[src/rtl/poly_eval_pkg.sv]
// poly_eval_pkg: shared types and helpers for the Horner polynomial sequencer.
//   state_t    - sequencer states (IDLE, ISSUE, WAIT, DONE)
//   *_DEF      - default degree and widths
//   sat_clamp  - clamps a wide signed sum into a bc-bit signed range; used by
//                poly_step when POLY_EVAL_SAT_EN is defined.
package poly_eval_pkg;

  typedef enum logic [1:0] {
    IDLE  = 2'd0,
    ISSUE = 2'd1,
    WAIT  = 2'd2,
    DONE  = 2'd3
  } state_t;

  localparam int N_DEF  = 3;
  localparam int BC_DEF = 16;
  localparam int BT_DEF = 16;

  // Clamp a signed sum to [-2^(bc-1), 2^(bc-1)-1]; caller truncates to bc bits.
  function automatic logic signed [31:0] sat_clamp(input logic signed [32:0] sum,
                                                   input int bc);
    logic signed [32:0] hi;
    logic signed [32:0] lo;
    hi = (33'sd1 <<< (bc - 1)) - 33'sd1;
    lo = -(33'sd1 <<< (bc - 1));
    if (sum > hi) begin
      return hi[31:0];
    end else if (sum < lo) begin
      return lo[31:0];
    end
    return sum[31:0];
  endfunction

endpackage

[src/rtl/poly_eval_seq_if.sv]
// poly_eval_seq_if: input and output handshakes of poly_eval_seq.
//   s_valid/s_ready/s_coef/s_t : request side (coefficients c_k at [k*BC +: BC], point t)
//   m_valid/m_ready/m_y/m_t    : result side (y and the t it was evaluated at)
// Modports: master = upstream/downstream environment, slave = the evaluator.
interface poly_eval_seq_if
  import poly_eval_pkg::*;
#(
  parameter int N  = N_DEF,
  parameter int BC = BC_DEF,
  parameter int BT = BT_DEF
);
  logic                  s_valid;
  logic                  s_ready;
  logic [(N+1)*BC-1:0]   s_coef;
  logic [BT-1:0]         s_t;
  logic                  m_valid;
  logic                  m_ready;
  logic [BC-1:0]         m_y;
  logic [BT-1:0]         m_t;

  modport master (
    output s_valid, s_coef, s_t, m_ready,
    input  s_ready, m_valid, m_y, m_t
  );

  modport slave (
    input  s_valid, s_coef, s_t, m_ready,
    output s_ready, m_valid, m_y, m_t
  );
endinterface

[src/rtl/poly_step.sv]
// poly_step: two-stage multiply-quantize-add unit, r = c0 + floor(c1*t).
//   Stage 1 (en high): q = full signed c1*t with the redundant sign bit dropped
//                      and LSBs truncated; c0 is carried alongside.
//   Stage 2          : r = q + c0. Wraps modulo 2^BC, or saturates when the
//                      POLY_EVAL_SAT_EN macro is defined. Latency is 2 either way.
// Ports: clk, rst (sync, active high), en (issue strobe), c0, c1 (Q1.(BC-1)),
//        t (Q1.(BT-1)), r (registered result, held until the next step lands).
module poly_step
  import poly_eval_pkg::*;
#(
  parameter int BC = BC_DEF,
  parameter int BT = BT_DEF
) (
  input  logic                 clk,
  input  logic                 rst,
  input  logic                 en,
  input  logic signed [BC-1:0] c0,
  input  logic signed [BC-1:0] c1,
  input  logic signed [BT-1:0] t,
  output logic signed [BC-1:0] r
);

  logic signed [BC+BT-1:0] prod;
  logic signed [BC-1:0]    q_reg;
  logic signed [BC-1:0]    c0_reg;
  logic                    v1_reg;
  logic signed [BC-1:0]    r_reg;
  logic signed [BC-1:0]    r_next;

  assign prod = c1 * t;

`ifdef POLY_EVAL_SAT_EN
  logic signed [BC:0] sum_wide;
  always_comb begin
    sum_wide = {q_reg[BC-1], q_reg} + {c0_reg[BC-1], c0_reg};
    r_next   = BC'(sat_clamp(33'(sum_wide), BC));
  end
`else
  always_comb begin
    r_next = q_reg + c0_reg;
  end
`endif

  always_ff @(posedge clk) begin
    if (rst) begin
      q_reg  <= '0;
      c0_reg <= '0;
      v1_reg <= 1'b0;
      r_reg  <= '0;
    end else begin
      v1_reg <= en;
      if (en) begin
        // Low BC bits of prod >>> (BT-1) are exactly prod[BC+BT-2 -: BC] (floor).
        q_reg  <= BC'(prod >>> (BT - 1));
        c0_reg <= c0;
      end
      if (v1_reg) begin
        r_reg <= r_next;
      end
    end
  end

  assign r = r_reg;

endmodule

[src/rtl/poly_eval_seq.sv]
// poly_eval_seq: evaluates y = c0 + c1*t + ... + cN*t^N by Horner's method using
// one shared poly_step unit, issuing N steps acc = c_k + acc*t.
// Ports: clk, rst (sync, active high), bus (poly_eval_seq_if.slave: request and
//        result handshakes), busy (high whenever the sequencer is not IDLE).
// Build option: POLY_EVAL_SAT_EN selects saturating instead of wrapping adds.
// Timing: accept at cycle 0, issues at 1,3,..,2N-1, m_valid at 2N+1.
module poly_eval_seq
  import poly_eval_pkg::*;
#(
  parameter int N  = N_DEF,
  parameter int BC = BC_DEF,
  parameter int BT = BT_DEF
) (
  input  logic             clk,
  input  logic             rst,
  poly_eval_seq_if.slave   bus,
  output logic             busy
);

  // Wide enough to index all N+1 coefficients.
  localparam int KW = $clog2(N + 1);

  state_t                  state_reg, state_next;
  logic [KW-1:0]           k_reg, k_next;
  logic [(N+1)*BC-1:0]     coef_reg;
  logic signed [BT-1:0]    t_reg;
  logic signed [BC-1:0]    coef_arr [0:N];
  logic signed [BC-1:0]    acc;
  logic signed [BC-1:0]    step_r;
  logic                    issue;
  logic                    accept;

  for (genvar gi = 0; gi <= N; gi++) begin : g_coef
    assign coef_arr[gi] = coef_reg[gi*BC +: BC];
  end

  assign accept = (state_reg == IDLE) && bus.s_valid;

  always_ff @(posedge clk) begin
    if (rst) begin
      state_reg <= IDLE;
      k_reg     <= '0;
      coef_reg  <= '0;
      t_reg     <= '0;
    end else begin
      state_reg <= state_next;
      k_reg     <= k_next;
      if (accept) begin
        coef_reg <= bus.s_coef;
        t_reg    <= bus.s_t;
      end
    end
  end

  always_comb begin
    state_next = state_reg;
    k_next     = k_reg;
    issue      = 1'b0;
    case (state_reg)
      IDLE: begin
        if (bus.s_valid) begin
          k_next     = KW'(N - 1);
          state_next = ISSUE;
        end
      end
      ISSUE: begin
        issue      = 1'b1;
        state_next = WAIT;
      end
      WAIT: begin
        if (k_reg == '0) begin
          state_next = DONE;
        end else begin
          k_next     = k_reg - 1'b1;
          state_next = ISSUE;
        end
      end
      DONE: begin
        if (bus.m_ready) begin
          state_next = IDLE;
        end
      end
      default: state_next = IDLE;
    endcase
  end

  // The first step seeds the accumulator with c_N; later steps reuse the
  // previous result, which poly_step holds until its next write.
  assign acc = (k_reg == KW'(N - 1)) ? coef_arr[N] : step_r;

  poly_step #(
    .BC(BC),
    .BT(BT)
  ) u_step (
    .clk (clk),
    .rst (rst),
    .en  (issue),
    .c0  (coef_arr[k_reg]),
    .c1  (acc),
    .t   (t_reg),
    .r   (step_r)
  );

  assign bus.s_ready = (state_reg == IDLE);
  assign bus.m_valid = (state_reg == DONE);
  assign bus.m_y     = step_r;
  assign bus.m_t     = t_reg;
  assign busy        = (state_reg != IDLE);

endmodule

[src/flat_wrapper.sv]
// flat-port wrapper written by rule: the top's interface ports become plain ports
module poly_eval_seq_flat import poly_eval_pkg::*;
#(
  parameter int N  = N_DEF,
  parameter int BC = BC_DEF,
  parameter int BT = BT_DEF
)
  (clk, rst, busy, bus_s_valid, bus_s_coef, bus_s_t, bus_m_ready, bus_s_ready, bus_m_valid, bus_m_y, bus_m_t);
  poly_eval_seq_if #(.N(N), .BC(BC), .BT(BT)) bus_i ();
  input  logic clk;
  input  logic rst;
  output logic busy;
  input wire logic [$bits(bus_i.s_valid)-1:0] bus_s_valid;
  input wire logic [$bits(bus_i.s_coef)-1:0] bus_s_coef;
  input wire logic [$bits(bus_i.s_t)-1:0] bus_s_t;
  input wire logic [$bits(bus_i.m_ready)-1:0] bus_m_ready;
  output wire logic [$bits(bus_i.s_ready)-1:0] bus_s_ready;
  output wire logic [$bits(bus_i.m_valid)-1:0] bus_m_valid;
  output wire logic [$bits(bus_i.m_y)-1:0] bus_m_y;
  output wire logic [$bits(bus_i.m_t)-1:0] bus_m_t;
  assign bus_i.s_valid = bus_s_valid;
  assign bus_i.s_coef = bus_s_coef;
  assign bus_i.s_t = bus_s_t;
  assign bus_i.m_ready = bus_m_ready;
  assign bus_s_ready = bus_i.s_ready;
  assign bus_m_valid = bus_i.m_valid;
  assign bus_m_y = bus_i.m_y;
  assign bus_m_t = bus_i.m_t;
  poly_eval_seq #(.N(N), .BC(BC), .BT(BT)) u_core (.clk(clk), .rst(rst), .bus(bus_i), .busy(busy));
endmodule
[config.mk]
export PLATFORM = sky130hd
export DESIGN_NAME = poly_eval_seq_flat
export DESIGN_NICKNAME = d
export VERILOG_FILES = /design/src/rtl/poly_eval_pkg.sv /design/src/rtl/poly_eval_seq_if.sv /design/src/rtl/poly_step.sv /design/src/rtl/poly_eval_seq.sv /design/src/flat_wrapper.sv
export SDC_FILE = /design/constraint.sdc
export NUM_CORES = 1
export LEC_CHECK = 0
export ABC_CLOCK_PERIOD_IN_PS = 10300
export BUFFER_PORTS_ARGS = -buffer_cell sky130_fd_sc_hd__buf_2
export CAP_MARGIN = 20
export CORE_ASPECT_RATIO = 1.25
export CORE_MARGIN = 2
export CORE_UTILIZATION = 60
export CTS_CLUSTER_SIZE = 30
export DETAILED_ROUTE_END_ITERATION = 16
export PLACE_DENSITY = 0.92
export SLEW_MARGIN = 15
export SYNTH_ARGS = -nofsm -noshare
export SYNTH_HDL_FRONTEND = slang
export SYNTH_SLANG_ARGS = --single-unit
[constraint.sdc]
create_clock -name clk -period 10.3 [get_ports clk]
set_input_delay 2.575 -clock clk [delete_from_list [all_inputs] [get_ports clk]]
set_output_delay 2.575 -clock clk [all_outputs]
set_load 0.01 [all_outputs]
# After elaboration in Yosys (flattened, before gate mapping)

Cells that the tools add are included.
Widths: inputs -> output; s select.

Bits in latches: 0
Bits in read-only memories: 0
Memories kept: 0
Flip-flop bits (word level): 133
Word-level logic and storage cells: 39
RAM bits: 0

Reductions and logical operators: 7
Shift-type cells: 0
Equality and inequality tests: 7
Mux-type cells: 12
Divide/modulo/power cells: 0
Magnitude comparators: 1
Bitwise operators: 1
Multipliers: 1
Add/sub/neg operators: 2

Operator list:

| operator            | count |
|---|---|
| $mux 16             | 3 |
| $bmux 16 s2         | 1 |
| $mul 16x16->31      | 1 |
| $add 16x16->16      | 1 |
| $mux 2              | 5 |
| $pmux 2 s4          | 1 |
| $eq 2x2->1 const B  | 3 |
| $ne 2x2->1 const B  | 3 |
| $logic_not 2->1     | 2 |
| $pmux 2 s2          | 1 |
| $reduce_bool 2->1   | 2 |
| $ge 3x3->1 const B  | 1 |
| $not 2->3           | 1 |
| $reduce_and 3->1    | 1 |
| $eq 2x1->1 const B  | 1 |
| $reduce_and 2->1    | 1 |
| $sub 2x1->2 const B | 1 |
| $logic_and 1x1->1   | 1 |
| $mux 1              | 1 |

# Longest topological paths before layout

Gate-level depths: netlist of run 1.

Depth in word-level cells: 4
Depth in mapped cells: 31
Gate-level depth less buffers: 26

# By module

From an unflattened synthesis of run 1, not the netlist that was laid out.

Cells, all modules: 1663
Area total of the unflattened synthesis: 15234.6 um^2

By module, submodules not included:

| module        | times used | cells an instance | area each (um^2) |
|---|---|---|---|
| poly_step     | 1          | 1246              | 11577.4 |
| poly_eval_seq | 1          | 417               | 3657.3 |

# Worst setup path before layout of run 1

No wires, ideal clock.

Path kind: register -> register
From: reg u_core.k_reg[0]
To: reg u_core.u_step.q_reg[15]
Path buffers: 5
Required time: 10.175 ns
Period minus slack after synthesis: 7.607 ns
Setup time: 0.125 ns
Setup slack: 2.693 ns
Arrival time: 7.482 ns
Stages on the path, launching flop included: 30
Cells stage by stage: dfxtp_1 > clkbuf_1 > buf_2 > inv_1 > ha_1 > buf_6 > clkbuf_1 > mux2_2 > clkbuf_1 > and2_1 > fa_1 > inv_1 > fa_1 > fa_1 > inv_1 > fa_1 > fa_1 > inv_1 > fa_1 > inv_1 > ha_1 > and3_1 > a221oi_1 > o21a_1 > nand2_2 > o31ai_4 > o31a_4 > o211ai_4 > nor4b_1 > nor3_2

Longest elaborated chain between the ends: 3

RTL lines:

| element                | RTL line            | RTL |
|---|---|---|
| start, declared        | poly_eval_seq.sv:24 | `logic [KW-1:0] k_reg, k_next;` |
| start signal, assigned | poly_eval_seq.sv:47 | `k_reg <= k_next;` |
| $eq 2x2->1             | poly_eval_seq.sv:89 | `assign acc = (k_reg == KW'(N - 1)) ? coef_arr[N] : step_r;` |
| $mux 16                | poly_eval_seq.sv:89 |  |
| $mul 16x16->31         | poly_step.sv:30     | `assign prod = c1 * t;` |
| end signal, assigned   | poly_step.sv:54     | `q_reg <= BC'(prod >>> (BT - 1));` |
| end, declared          | poly_step.sv:24     | `logic signed [BC-1:0] q_reg;` |

No other way between the ends.
A chain may end at the register's enable or synchronous reset.

# Worst setup path in the final report of run 1

From: reg u_core.k_reg[1]
To: reg u_core.u_step.q_reg[9]

The elaborated chain is that of the path after synthesis.

==> results of run 1 <==
cells by family (layout without fill, tap and decap cells):
group           Yosys count  in the layout  share of synthesized area (%)
compound gates          177            177                           6.85
xor+xnor                 39             39                           2.27
fa+ha+maj               350            350                           41.8
buf+inv                 384            457                           9.63
flops                   133            133                           17.7
mux                      49             49                           4.77
other cells               0              1                              0
simple gates            564            564                           17.0
power by group:
group	internal [mW]	total [mW]	switching, mW	leakage (nW)
logic	0.129	0.318	0.189	6.82
clock network	0.342	0.613	0.272	0.275
registers	0.544	0.599	0.0555	1.09
total	1.01	1.53	0.516	8.18
stage by stage:
step           area (um2)  total power, mW  hold slack, ns  worst slack [ns]  util, %
6_report            16400             1.53           0.460              1.94     66.8
5_1_grt             16400             1.59           0.476              1.67     66.8
4_1_cts             16400             1.52           0.460              1.94     66.6
3_5_place_dp        15800            0.911           0.446              2.04     64.2
3_3_place_gp        15800            0.894           0.439              2.43     64.2
2_1_floorplan       15100            0.805           0.432              2.69        -
synth_stat cells, drive strengths merged (7+ instances only):
| cell | n | share of area (%) |
|---|---|---|
| inv | 301 | 7.5 |
| mux4 | 16 | 2.4 |
| mux2i | 17 | 1.2 |
| nor2 | 38 | 0.95 |
| o21ai | 12 | 0.40 |
| a21o | 10 | 0.50 |
| xnor2 | 20 | 1.2 |
| and2 | 108 | 4.5 |
| xor2 | 19 | 1.1 |
| nand2 | 357 | 8.9 |
| a21oi | 127 | 4.2 |
| dfxtp | 133 | 18 |
| nor2b | 13 | 0.54 |
| fa | 256 | 34 |
| buf | 7 | 0.23 |
| ha | 94 | 7.8 |
| mux2 | 16 | 1.2 |
| nand3 | 11 | 0.37 |
| clkbuf | 76 | 1.9 |
| nor3 | 8 | 0.30 |
per-layer routing:
layer | track usage [%] | share of wire, % | up-vias
met4 | 20.3 | 7.4 | 0
met5 | 0 | 0 | -
met3 | 6.74 | 9.5 | 253
met2 | 54.1 | 49 | 777
met1 | 36.2 | 34 | 5956
li1 | - | - | 5288
final timing paths:
| kind | to | cells past startpoint | start |
|---|---|---|---|
| worst max register to register | u_core.u_step.q_reg[9]$_SDFFE_PP0P_ | 24 | u_core.k_reg[1]$_SDFFE_PP0P_ |
| worst max-delay path | u_core.u_step.q_reg[9]$_SDFFE_PP0P_ | 24 | u_core.k_reg[1]$_SDFFE_PP0P_ |
| worst min register to register | u_core.coef_reg[40]$_SDFFE_PP0P_ | 2 | u_core.coef_reg[40]$_SDFFE_PP0P_ |
| worst min-delay path | u_core.coef_reg[40]$_SDFFE_PP0P_ | 2 | u_core.coef_reg[40]$_SDFFE_PP0P_ |
final cells by class:
type                    count  share of cell area [%]
inverters                 301                    6.88
repair buffers            124                    4.01
multi-input cells        1179                    66.8
clock buffers              17                    2.59
clock inverters            15                    1.01
well taps                 330                    2.52
diodes                      1                  0.0152
flip-flops and latches    133                    16.2
worst max-delay path: cells and delay by family (launching register included):
family / cells / cell delay (ns)
adder cells (fa/ha/maj): 8 / 4.18
AO/OA/AOI/OAI: 5 / 1.32
flip-flops: 1 / 0.83
AND/OR/NAND/NOR: 4 / 0.74
multiplexers: 1 / 0.57
buffers and inverters: 5 / 0.37
XOR/XNOR: 1 / 0.20
==> results.py, run 1 <==
metrics = {
    "status": {
        "outcome": "finished clean",
    },
    "die": {
        "die_x_um": 146,
        "ios": 119,
        "design.core.area_mm2": 0.0246,
        "die_h_um": 181,
        "rows": 64,
        "start_util_pct": 61.3,
        "die_area_mm2": 0.0264,
    },
    "grt": {
        "grt_max_degree": 83,
        "grt-ovfl-total": 0,
        "grt_pass1_wl_um": 66400,
        "antenna_found_initial": 0,
        "grt_pass1_vias": 13500,
        "track_usage_pct": 31.7,
    },
    "pwr": {
        "irDropWorstVdd_v": 0.000143,
        "leakagePower_nw": 8.18,
        "powerDensity_mw_per_mm2": 93.3,
    },
    "critical_path": {
        "max_stage_delay_ns": 0.86,
        "r2r_setup_slack_ns": 1.94,
        "criticalPathCategory": "flip-flop to flip-flop",
        "critPathMaxFanout": 18,
        "crit_top_cell": "fa_1",
        "critPathRequiredTime_ns": 10.60,
        "start_kind": "flip-flop",
        "cp-end-kind": "flip-flop",
        "crit_arrival_ns": 8.66,
        "cp_cell_sequence": "ha_1 -> mux2_2 -> nand2_1 -> inv_1 -> fa_1 -> inv_1 -> fa_1 -> fa_1 -> inv_1 -> fa_1 -> fa_1 -> inv_1 -> fa_1 -> inv_1 -> ha_1 -> and3_1 -> a221oi_1 -> o21a_1 -> nand2_2 -> o311ai_1 -> nand2b_1 -> a21oi_1 -> xor2_1 -> o22ai_1",
        "cp_slowest_cell": "ha_1",
    },
    "cells_and_area": {
        "final_common_cell": "nand2_1",
        "layout.cells.non_filler": 2100,
        "multi_input_area_mm2": 0.0110,
        "fin_nets": 2190,
        "layout_common_cells": "355 x nand2_1, 301 x inv_1, 256 x fa_1",
        "nFillCells": 1684,
        "register_area_mm2": 0.00266,
        "drive_above_1_share_pct": 11.6,
        "largest_reg_flops": 64,
        "area_growth_pct": 8.98,
    },
    "cts": {
        "tritoncts": "built",
        "htreeDepth": 4,
        "root_buffer": "clkbuf_16",
        "ctsResizeCount": 0,
        "cts_sinks": 133,
        "postCtsHoldBufs": 0,
        "post_cts_buffers": 0,
        "cts_buffer_depth": 2,
        "clk_latency_ns": 0.43,
        "cts_buffers": 17,
        "cts.clk_slew.worst_paths_ns": 0.06,
    },
    "timing": {
        "max_freq_ghz": 0.120,
        "slew_headroom_pct": 26.7,
        "setup_viol": 0,
        "tightest_slew_ns": 1.10,
        "drv_slew": 0,
        "finalHoldViolCount": 0,
        "rsz0062_at_grt": "false",
        "period_minus_slack_ns": 8.36,
        "skew_ns": 0.00955,
        "tns_ns": 0,
        "period_share_pct": 81.1,
    },
    "synthesis": {
        "async_reset_ff_share_pct": 0,
        "synth_edf_count": 0,
        "synthesis.nets": 2130,
        "ys_seq_elements": 133,
        "ys.flop_type": "dfxtp_1",
        "netlist_instances": 1696,
        "ys_seq_area_share_pct": 17.7,
        "yosys_warnings": 0,
        "syn-cell-area_mm2": 0.0151,
        "avgSynthCellArea_um2": 8.88,
        "synthDistinctLibCells": 54,
    },
    "detailed_routing": {
        "vias": 12300,
        "drc_errors": 0,
        "viasPerCell": 5.84,
        "wl_um": 40100,
        "wl_per_cell_um": 19.1,
        "firstDrtPassIters": 5,
        "drt_iter0_markers": 989,
        "ant_nets": 0,
    },
    "placed_design": {
        "placedCellCount": 2066,
        "dp_hpwl_um": 29700,
        "gp_congestion": 0.938,
        "portBuffers": 118,
    },
    "run": {
        "drv_cap": 0,
    },
    "worst_hold_path": {
        "hp-class": "flip-flop to flip-flop",
    },
}
Power figures use the tool's default switching activity.
==> run 2: changes to the inputs <==
ABC_CLOCK_PERIOD_IN_PS = 7200   (was 10300)
CORE_UTILIZATION = 57   (was 60)
PLACE_DENSITY = 0.91   (was 0.92)
clock period = 7.2 ns   (was 10.3 ns; I/O delays follow)
==> results.py, run 2 (synthesized netlist as in run 1, its figures left out) <==
metrics = {
    "timing": {
        "slew_headroom_pct": 26.6,
        "setup_slack_ns": 0.267,
        "drv_slew": 0,
        "rsz0062_at_grt": "false",
        "tns_ns": 0,
        "period_share_pct": 96.3,
        "finalHoldViolCount": 0,
        "tightest_slew_ns": 1.10,
        "setup_viol": 0,
        "skew_ns": 0.0172,
        "period_minus_slack_ns": 6.93,
        "max_freq_ghz": 0.144,
    },
    "run": {
        "drv_cap": 0,
    },
    "detailed_routing": {
        "drt_iter0_markers": 1157,
        "vias": 12400,
        "ant_nets": 0,
        "highest_layer": "met5",
        "wl_met1_um": 13800,
        "drc_errors": 0,
        "wl_met3_um": 3960,
        "wl_per_cell_um": 19.1,
        "wl_um": 40700,
        "firstDrtPassIters": 6,
        "wl_met2_um": 20600,
        "viasPerCell": 5.82,
    },
    "worst_hold_path": {
        "holdPathStages": 2,
        "worst_hold_path.endpoint": "u_core.coef_reg[9]$_SDFFE_PP0P_",
        "min_from": "u_core.coef_reg[9]$_SDFFE_PP0P_",
        "hp-class": "flip-flop to flip-flop",
    },
    "pwr": {
        "p_clk_share_pct": 41.4,
        "leakagePower_nw": 8.32,
        "powerDensity_mw_per_mm2": 136,
        "switchingPower_uw": 741,
        "p_int_mw": 1.53,
        "irDropWorstVdd_v": 0.000188,
        "netSwitchingFraction_pct": 32.6,
        "comb_power_share_pct": 21.5,
        "seqPwrFrac_pct": 37.1,
    },
    "critical_path": {
        "critPathMaxFanout": 16,
        "reg2reg_to": "u_core.u_step.q_reg[15]$_SDFFE_PP0P_",
        "crit_cells": 26,
        "critPathRequiredTime_ns": 7.57,
        "r2r_cells": 26,
        "crit_arrival_ns": 7.30,
        "r2r_setup_slack_ns": 0.27,
        "cp_slowest_cell": "fa_1",
        "crit_family": "adder cells",
        "max_stage_delay_ns": 0.67,
        "start_kind": "flip-flop",
        "rr_startpoint": "u_core.k_reg[0]$_SDFFE_PP0P_",
        "criticalPathCategory": "flip-flop to flip-flop",
        "cp-end-kind": "flip-flop",
        "path_buf_inv": 8,
    },
    "cts": {
        "htreeDepth": 4,
        "cts_buffers": 17,
        "clk_latency_ns": 0.43,
        "tritoncts": "built",
        "cts_sinks": 133,
        "cts_buffer_depth": 2,
        "root_buffer": "clkbuf_16",
        "cts.clk_slew.worst_paths_ns": 0.06,
    },
    "cells_and_area": {
        "area_growth_pct": 10.6,
        "layout.cells.non_filler": 2129,
        "final_common_cell": "nand2_1",
        "drive_above_1_share_pct": 12.9,
        "fin_nets": 2210,
        "layout_common_cells": "355 x nand2_1, 301 x inv_1, 256 x fa_1",
        "largest_reg_flops": 64,
        "antenna_cells": 0,
    },
    "grt": {
        "antenna_found_initial": 1,
        "grt_max_degree": 93,
        "grt-ovfl-total": 0,
        "grt_pass1_wl_um": 65700,
        "grt_pass1_vias": 13100,
        "track_usage_pct": 30.3,
    },
    "placed_design": {
        "dp_hpwl_um": 29500,
        "placedCellCount": 2097,
        "portBuffers": 118,
        "gp_congestion": 0.935,
        "pre_cts_slack_ns": 0.204,
    },
    "status": {
        "outcome": "finished clean",
    },
    "die": {
        "die_area_mm2": 0.0278,
        "rows": 66,
        "start_util_pct": 57.9,
        "design.core.area_mm2": 0.0260,
        "die_h_um": 186,
        "die_x_um": 149,
        "ios": 119,
    },
}
-- run 2: worst max-delay path by stage --
stage	from	endpoint
after floorplan	u_core.k_reg[0]$_SDFFE_PP0P_	u_core.u_step.q_reg[15]$_SDFFE_PP0P_
after global routing	u_core.k_reg[0]$_SDFFE_PP0P_	u_core.u_step.q_reg[9]$_SDFFE_PP0P_
after CTS	u_core.k_reg[0]$_SDFFE_PP0P_	u_core.u_step.q_reg[15]$_SDFFE_PP0P_
final	u_core.k_reg[0]$_SDFFE_PP0P_	u_core.u_step.q_reg[15]$_SDFFE_PP0P_
after detailed placement	u_core.k_reg[0]$_SDFFE_PP0P_	u_core.u_step.q_reg[15]$_SDFFE_PP0P_
after global placement	u_core.k_reg[0]$_SDFFE_PP0P_	u_core.u_step.q_reg[15]$_SDFFE_PP0P_
-- run 2: timing repair --
| action | CTS | global route |
|---|---|---|
| gates resized for setup | 0 | 17 |
| setup buffers | 0 | 0 |
| hold buffers | 0 | 0 |
| endpoints found under the hold margin | 0 | 0 |
| setup endpoints to repair | 0 | 10 |
-- run 2: worst register-to-register path, stage by stage, from the launching register on --
cell	delay (ns)
dfxtp_1	0.31
inv_1	0.08
ha_1	0.19
buf_12	0.18
mux2_2	0.39
buf_4	0.20
nand2_1	0.11
inv_1	0.06
fa_1	0.56
inv_1	0.09
fa_1	0.67
inv_1	0.22
fa_1	0.61
inv_1	0.08
fa_1	0.50
inv_1	0.05
fa_1	0.46
fa_1	0.39
xor2_1	0.18
xnor2_1	0.14
xnor2_1	0.25
xnor2_2	0.12
xnor2_2	0.22
mux2_2	0.36
o21ai_0	0.18
nand2_1	0.10
nor3_2	0.17
-- run 2: final cells by class --
class | instances | area [um2]
Sequential cell | 133 | 2660
Fill cell | 1855 | 9350
Inverter | 301 | 1130
Clock buffer | 17 | 425
Tap cell | 340 | 425
Multi-Input combinational cell | 1179 | 11000
Clock inverter | 15 | 191
Timing Repair Buffer | 144 | 805
-- run 2: power groups by stage --
| stage | Combinational (mW) | Sequential (mW) | Clock, mW |
|---|---|---|---|
| final | 0.489 | 0.843 | 0.939 |
| after global routing | 0.535 | 0.845 | 0.967 |
| after CTS | 0.474 | 0.836 | 0.931 |
| after detailed placement | 0.459 | 0.851 | 0 |
| after global placement | 0.443 | 0.849 | 0 |
| after floorplan | 0.334 | 0.818 | 0 |
-- run 2: per-layer routing --
| layer | up-vias | GRT usage [%] |
|---|---|---|
| li1 | 5329 | - |
| met1 | 6019 | 35.4 |
| met2 | 823 | 52.8 |
| met3 | 215 | 6.64 |
| met4 | 2 | 14.7 |
| met5 | - | 0.185 |
-- run 2: per-stage QoR --
step | power, mW | hold WS (ns) | util [%] | area [um2]
CTS | 2.24 | 0.458 | 63.7 | 16600
global placement | 1.29 | 0.439 | 61.4 | 16000
detailed placement | 1.31 | 0.447 | 61.4 | 16000
finish | 2.27 | 0.459 | 64.1 | 16700
global route | 2.35 | 0.479 | 64.1 | 16700
floorplan | 1.15 | 0.432 | - | 15100
